File: config.mk
export PLATFORM = sky130hd
export DESIGN_NAME = param_counter
export DESIGN_NICKNAME = d
export VERILOG_FILES = /design/src/rtl/param_counter.sv
export SDC_FILE = /design/constraint.sdc
export NUM_CORES = 1
export LEC_CHECK = 0
export ABC_CLOCK_PERIOD_IN_PS = 3890
export BUFFER_PORTS_ARGS = -buffer_cell sky130_fd_sc_hd__buf_2
export CORE_UTILIZATION = 45
export CTS_BUF_LIST = sky130_fd_sc_hd__clkbuf_2 sky130_fd_sc_hd__clkbuf_4 sky130_fd_sc_hd__clkbuf_8
export CTS_CLUSTER_SIZE = 28
export DETAILED_ROUTE_END_ITERATION = 8
export HOLD_SLACK_MARGIN = 0.06
export PLACE_DENSITY = 0.78
export REMOVE_ABC_BUFFERS = 1
export SLEW_MARGIN = 10
export SYNTH_ARGS = -nofsm -noshare
export SYNTH_HDL_FRONTEND = slang
export SYNTH_SLANG_ARGS = --single-unit
File: constraint.sdc
create_clock -name CLK -period 3.89 [get_ports CLK]
set_clock_uncertainty 0.15 [all_clocks]
set_input_delay 0.5835 -clock CLK [delete_from_list [all_inputs] [get_ports CLK]]
set_output_delay 0.5835 -clock CLK [all_outputs]
set_load 0.05 [all_outputs]
File: src/rtl/param_counter.sv
// Width-generic up/down counter with programmable modulus, parallel load,
// wrap/saturate/one-shot modes, terminal-count pulse and sticky overflow flag.
module param_counter #(
    parameter int unsigned WIDTH   = 8,
    parameter int unsigned MAX_VAL = 2**WIDTH - 1,
    parameter int unsigned RST_VAL = 0
) (
    input  logic             CLK,
    input  logic             RST,
    input  logic             EN,
    input  logic             UP,
    input  logic             LOAD,
    input  logic [WIDTH-1:0] DIN,
    input  logic [1:0]       MODE,
    input  logic             CLR_OVF,
    output logic [WIDTH-1:0] Q,
    output logic             TC,
    output logic             OVF,
    output logic             BUSY
);

    localparam logic [WIDTH-1:0] MAX_Q      = WIDTH'(MAX_VAL);
    localparam logic [WIDTH-1:0] RST_Q      = WIDTH'(RST_VAL);
    localparam bit               FULL_RANGE = (MAX_Q == {WIDTH{1'b1}});

    localparam logic [1:0] MODE_SAT = 2'b01;
    localparam logic [1:0] MODE_ONE = 2'b10;

    localparam logic [0:0] IDLE = 1'b0;
    localparam logic [0:0] RUN  = 1'b1;

    logic [0:0]       state;
    logic [0:0]       state_nxt;
    logic [WIDTH-1:0] q_nxt;
    logic             tc_nxt;
    logic             ovf_nxt;
    logic             ovf_set;
    logic [WIDTH-1:0] din_clamp;
    logic [WIDTH-1:0] step_q;
    logic [WIDTH-1:0] wrap_q;
    logic             at_term;
    logic             one_shot;

    // A full-range modulus can never be exceeded by DIN, so skip the compare
    generate
        if (FULL_RANGE) begin : g_full
            assign din_clamp = DIN;
        end else begin : g_clamp
            assign din_clamp = (DIN > MAX_Q) ? MAX_Q : DIN;
        end
    endgenerate

    assign one_shot = (MODE == MODE_ONE);
    assign at_term  = UP ? (Q == MAX_Q) : (Q == '0);
    assign step_q   = UP ? (Q + WIDTH'(1)) : (Q - WIDTH'(1));
    assign wrap_q   = UP ? '0 : MAX_Q;

    always_ff @(posedge CLK) begin
        if (!RST) begin
            state <= IDLE;
            Q     <= RST_Q;
            TC    <= 1'b0;
            OVF   <= 1'b0;
            BUSY  <= 1'b0;
        end else begin
            state <= state_nxt;
            Q     <= q_nxt;
            TC    <= tc_nxt;
            OVF   <= ovf_nxt;
            BUSY  <= (state_nxt == RUN);
        end
    end

    // Next count / flags; priority LOAD > EN step
    always_comb begin
        state_nxt = state;
        q_nxt     = Q;
        tc_nxt    = 1'b0;
        ovf_set   = 1'b0;

        if (LOAD) begin
            q_nxt     = din_clamp;
            state_nxt = one_shot ? RUN : IDLE;
        end else if (!one_shot) begin
            state_nxt = IDLE;
            if (EN) begin
                if (at_term) begin
                    tc_nxt  = 1'b1;
                    ovf_set = 1'b1;
                    if (MODE != MODE_SAT) begin
                        q_nxt = wrap_q;
                    end
                end else begin
                    q_nxt = step_q;
                end
            end
        end else if (state == RUN && EN) begin
            if (at_term) begin
                tc_nxt    = 1'b1;
                state_nxt = IDLE;
            end else begin
                q_nxt = step_q;
            end
        end

        ovf_nxt = ovf_set | (OVF & ~CLR_OVF);
    end

endmodule

# After elaboration in Yosys (flattened, before gate mapping)
# Index checks and enable logic that the tools add are counted.
dict set report op_classes {
  addsub 2
  n_mul 0
  div_mod_pow 0
  order_cmp 0
  eq_ne 7
  n_shift 0
  mux 21
  bitwise_logic 4
  reduce_logical 6
}
# op n
set op_table {}
lappend op_table {{$mux W8} 9}
lappend op_table {{$mux W1} 12}
lappend op_table {{$add A8 B1 Y8 const B} 1}
lappend op_table {{$eq A8 B8 Y1 const B} 1}
lappend op_table {{$logic_not A8 Y1} 1}
lappend op_table {{$sub A8 B1 Y8 const B} 1}
lappend op_table {{$ne A3 B2 Y1 const B} 2}
lappend op_table {{$ne A3 B3 Y1 const B} 2}
lappend op_table {{$reduce_and A4 Y1} 1}
lappend op_table {{$reduce_bool A3 Y1} 1}
lappend op_table {{$eq A2 B2 Y1 const B} 1}
lappend op_table {{$ne A2 B1 Y1 const B} 1}
lappend op_table {{$not A1 Y1} 2}
lappend op_table {{$reduce_and A2 Y1} 1}
lappend op_table {{$reduce_or A2 Y1} 1}
lappend op_table {{$and A1 B1 Y1} 1}
lappend op_table {{$logic_and A1 B1 Y1} 1}
lappend op_table {{$or A1 B1 Y1} 1}
dict set report totals {
  regBits 11
  latchBits 0
  ramBits 0
  rom_bits 0
  inputBits 16
  out_inout_bits 11
  elab_cells 44
  memories 0
}

# Logic depth before layout (Yosys ltp)
dict set report logic_depth {
  ltp_word 7
  ltp_mapped 7
  depth_no_buf 7
}

# Worst setup path before layout
# No wires, ideal clock.
dict set report synth_timing {
  path_type {flip-flop to flip-flop}
  startpoint {register Q[2]}
  endpoint {register Q[5]}
  setup_time_ns 0.086
  arrival_ns 2.161
  required_time_ns 3.654
  path_slack_ns 1.494
  stages_incl_launch_ff 7
  path_buffers 0
  synth_period_minus_slack_ns 2.396
  path_cell_list {dfxtp_1 > ha_1 > o21ai_0 > or4b_2 > o41ai_1 > o21ai_0 > a211oi_1}
}
dict set report synth_via {
  elab_chain_cells 6
  word_cells_on_any_way 15
  cone_classes {add/sub (2); eq/ne (3); mux (8); reduce/logical (2)}
}
# item line
set synth_rtl {}
lappend synth_rtl {{start: declaration} 16} ;# output logic [WIDTH-1:0] Q,
lappend synth_rtl {{start signal: assignment} 67} ;# Q <= q_nxt;
lappend synth_rtl {{$sub A8 B1 Y8, or another cell as far along} 55} ;# assign step_q = UP ? (Q + WIDTH'(1)) : (Q - WIDTH'(1));
lappend synth_rtl {{$mux W8 or $mux W1 (tied branches)} {55, 54}}
lappend synth_rtl {{$mux W8 (on tied branches)} {87, 98}}
lappend synth_rtl {{$mux W8 (on tied branches)} {86, 97}}
lappend synth_rtl {{$mux W8} 84} ;# end else if (!one_shot) begin
lappend synth_rtl {{$mux W8} 81} ;# if (LOAD) begin
# Parallel ways exist; a longest one is shown, timed or not. The select of a mux whose other input is x is not followed.
# A chain may end at the register's enable or synchronous reset.

# Worst setup path after layout
dict set report layout_timing {
  startpoint {input port UP}
  endpoint {register Q[5]}
}
dict set report layout_via {
  elab_chain_cells 6
  word_cells_on_any_way 13
  cone_classes {eq/ne (2); mux (10); reduce/logical (1)}
}
# item line
set layout_rtl {}
lappend layout_rtl {{start: declaration} 11} ;# input logic UP,
lappend layout_rtl {{$mux W8} 56} ;# assign wrap_q = UP ? '0 : MAX_Q;
lappend layout_rtl {{$mux W8} 90} ;# if (MODE != MODE_SAT) begin
lappend layout_rtl {{$mux W8} 87} ;# if (at_term) begin
lappend layout_rtl {{$mux W8} 86} ;# if (EN) begin
lappend layout_rtl {{$mux W8} 84}
lappend layout_rtl {{$mux W8} 81}
# Parallel ways exist; a longest one is shown, timed or not. The select of a mux whose other input is x is not followed.

==> flow_metrics.py <==
metrics = {
    "timing": {
        "worstMarginPinSlew_ns": 0.7505,
        "fmax_mhz": 404.8,
        "max_slew_margin_pct": 49.66,
        "setup_viol": 0,
        "rsz0062_at_grt": "no",
        "hold_slack_ns": 0.4245,
        "finalHoldViolCount": 0,
        "fin_tns_setup_ns": 0,
        "timing.final.ws_setup_ns": 1.419,
        "report.final.slew_viol_count": 0,
        "finalCriticalPeriod_ns": 2.471,
        "period_share_pct": 63.51,
    },
    "floorplan": {
        "core_area_um2": 1962,
        "ios": 27,
        "die_area_um2": 2266,
        "die_height_um": 47.61,
        "initial_core_util_pct": 47.70,
        "die_x_um": 47.61,
        "rows": 16,
    },
    "power": {
        "powerDensity_nw_per_um2": 356.2,
        "swShare_pct": 41.79,
        "intPower_mw": 0.2335,
        "p_sw_mw": 0.1676,
        "combPwrFrac_pct": 43.2,
        "pwr-share-seq_pct": 34.6,
        "clockPowerShare_pct": 22.1,
        "p_total_mw": 0.4012,
        "cellLeakagePower_nw": 0.5034,
        "vdd_drop_max_mv": 0.1604,
    },
    "cts": {
        "cts_buffer_depth": 2,
        "clock_sinks": 11,
        "hold_buffers": 0,
        "clockRootBuffer": "clkbuf_4",
        "cts_tree": "built",
        "numCtsBuffers": 3,
        "clock_latency_ns": 0.28,
        "h-tree-depth": 1,
        "clkSlewWorstSetupHoldPaths_ns": 0.07,
        "postCtsSetupBuffers": 0,
        "cts.repair.resized": 0,
    },
    "worst_hold_path": {
        "whs_path_depth": 2,
        "hold_start": "Q[2]$_SDFFE_PN0P_",
        "hold_path_end": "Q[2]$_SDFFE_PN0P_",
        "hp-class": "reg2reg",
    },
    "flow_run": {
        "max-cap-violations": 0,
    },
    "critical_path": {
        "reg2reg_depth": 6,
        "worst_r2r_startpoint": "Q[1]$_SDFFE_PN0P_",
        "rrSetupSlack_ns": 1.61,
        "start_kind": "input port",
        "crit_required_ns": 3.94,
        "endpoint_kind": "flip-flop",
        "arrival_ns": 2.52,
        "crit_type": "in2reg",
        "r2r-end": "Q[7]$_SDFFE_PN0P_",
        "cp-startpoint": "UP",
        "cp_max_fo": 7,
    },
    "layout": {
        "final_cell_mix": "buf_2 (26), o21ai_0 (15), nand2_1 (12)",
        "drive_above_1_share_pct": 22.52,
        "antennaDiodeCount": 0,
        "finalNetCount": 175,
        "final_cells": 178,
        "num-fill-cells": 210,
        "mostFrequentLayoutCell": "buf_2",
        "syn_to_final_growth_pct": 20.32,
    },
    "global_route": {
        "grt_max_degree": 14,
        "grt_pass1_wl_mm": 3.774,
        "overflow": 0,
        "antenna_found_initial": 0,
        "grt_pass1_vias": 841,
        "track_usage_pct": 24.26,
    },
    "place": {
        "dp.cells": 174,
        "place_congestion": 0.8876,
        "post-dp-hpwl_mm": 1.919,
        "io_buffers": 26,
        "dp_slack_ns": 1.148,
    },
    "drt": {
        "route.final.wire_length_mm": 2.503,
        "drt-initial-drc-count": 41,
        "drt-pass1-iter-count": 5,
        "vias_per_cell": 5.983,
        "ant_nets": 0,
        "drc": 0,
        "vias": 1065,
        "wl_per_cell_um": 14.06,
    },
    "yosys": {
        "ys_types": 38,
        "syn_inst": 122,
        "avgSynthCellArea_um2": 7.671,
        "synth_area_um2": 935.9,
        "synth_seq_cells": 11,
        "yosysSeqAreaShare_pct": 23.53,
        "ys_warn_count": 0,
    },
    "outcome": {
        "outcome": "finished clean",
    },
}
registers in the layout, summed over array words and instances, names as in the netlist:
signal and count:
TC 1, OVF 1, Q 8, state 1
cells by family (layout without fill, tap and decap cells):
family	Yosys count	in the layout	synth area share, %
and+or+nand+nor	39	39	23.40
AOI/OAI and AO/OA	52	52	34.89
buffers and inverters	8	37	3.208
muxes	1	1	1.070
DFF	11	11	23.53
xor gates and xnor gates	4	4	3.743
adders and majority gates	7	7	10.16
power groups by stage:
stage                     clock network (mW)  logic, mW  registers [mW]
after CTS                             0.0879      0.173           0.138
after floorplan                            0     0.0992           0.169
final                                 0.0888      0.173           0.139
after detailed placement                   0      0.173           0.141
after global routing                  0.0931      0.191           0.140
after global placement                     0      0.169           0.140
through the flow:
step | utilization [%] | area, µm²
finish | 57.40 | 1126
global route | 57.40 | 1126
CTS | 57.40 | 1126
detailed placement | 55.87 | 1096
global placement | 55.87 | 1096
floorplan | - | 932.1
synthesized netlist by cell type:
cell type | n | area, µm²
o41ai_1 | 2 | 17.52
mux2i_1 | 1 | 10.01
o221ai_1 | 1 | 8.760
o211ai_1 | 2 | 15.01
fa_1 | 1 | 20.02
or2_2 | 1 | 6.260
nor2_1 | 6 | 22.52
a31oi_1 | 1 | 6.260
a22oi_1 | 1 | 7.510
o31a_1 | 1 | 8.760
o21ai_0 | 15 | 75.07
nand2_1 | 12 | 45.04
and3_1 | 2 | 12.51
a21oi_1 | 10 | 50.05
dfxtp_1 | 11 | 220.2
nor3b_1 | 2 | 15.01
or4_1 | 1 | 7.510
or3_1 | 1 | 6.260
or4_4 | 1 | 11.26
clkbuf_1 | 1 | 3.750
o22ai_1 | 1 | 6.260
and2_1 | 1 | 6.260
o31ai_1 | 2 | 15.01
nor4_4 | 1 | 21.27
clkinv_1 | 1 | 3.750
nor2b_1 | 1 | 6.260
a211oi_1 | 9 | 67.56
a21o_1 | 4 | 30.03
nor3_1 | 3 | 15.01
o311ai_0 | 1 | 8.760
ha_1 | 6 | 75.07
nand4_1 | 1 | 6.260
or4b_2 | 1 | 10.01
o21ai_1 | 2 | 10.01
nand3_1 | 3 | 15.01
nand2b_1 | 2 | 12.51
xnor2_1 | 4 | 35.03
inv_1 | 6 | 22.52
area by class of cell:
type                    instances  area, µm²  share of cell area (%)
clock buffers                   4      30.03                   2.667
inverters                       7      26.28                   2.333
multi-input cells             103      685.7                   60.89
flip-flops and latches         11      220.2                   19.56
well taps                      27      33.78                   3.000
repair buffers                 26      130.1                   11.56
worst max-delay path, cell delays in order:
cell      delay, ns
buf_2          0.15
inv_1          0.15
ha_1           0.39
o21ai_0        0.15
or4b_2         0.63
o41ai_1        0.08
o21ai_0        0.14
a211oi_1       0.24
worst max-delay path by stage:
stage                        end  slack [ns]
2_1_floorplan  Q[5]$_SDFFE_PN0P_        1.49
3_3_place_gp   Q[5]$_SDFFE_PN0P_        1.21
3_5_place_dp   Q[5]$_SDFFE_PN0P_        1.15
4_1_cts        Q[5]$_SDFFE_PN0P_        1.42
5_1_grt        Q[5]$_SDFFE_PN0P_        1.24
6_report       Q[5]$_SDFFE_PN0P_        1.42
layer usage:
layer	wire, µm	vias to the layer above	global-route usage (%)
li1	-	527	-
met1	1155	491	30.45
met2	1172	40	41.92
met3	123	7	2.642
met4	52	0	10.56
met5	0	-	0
(Power assumes the default switching activity.)
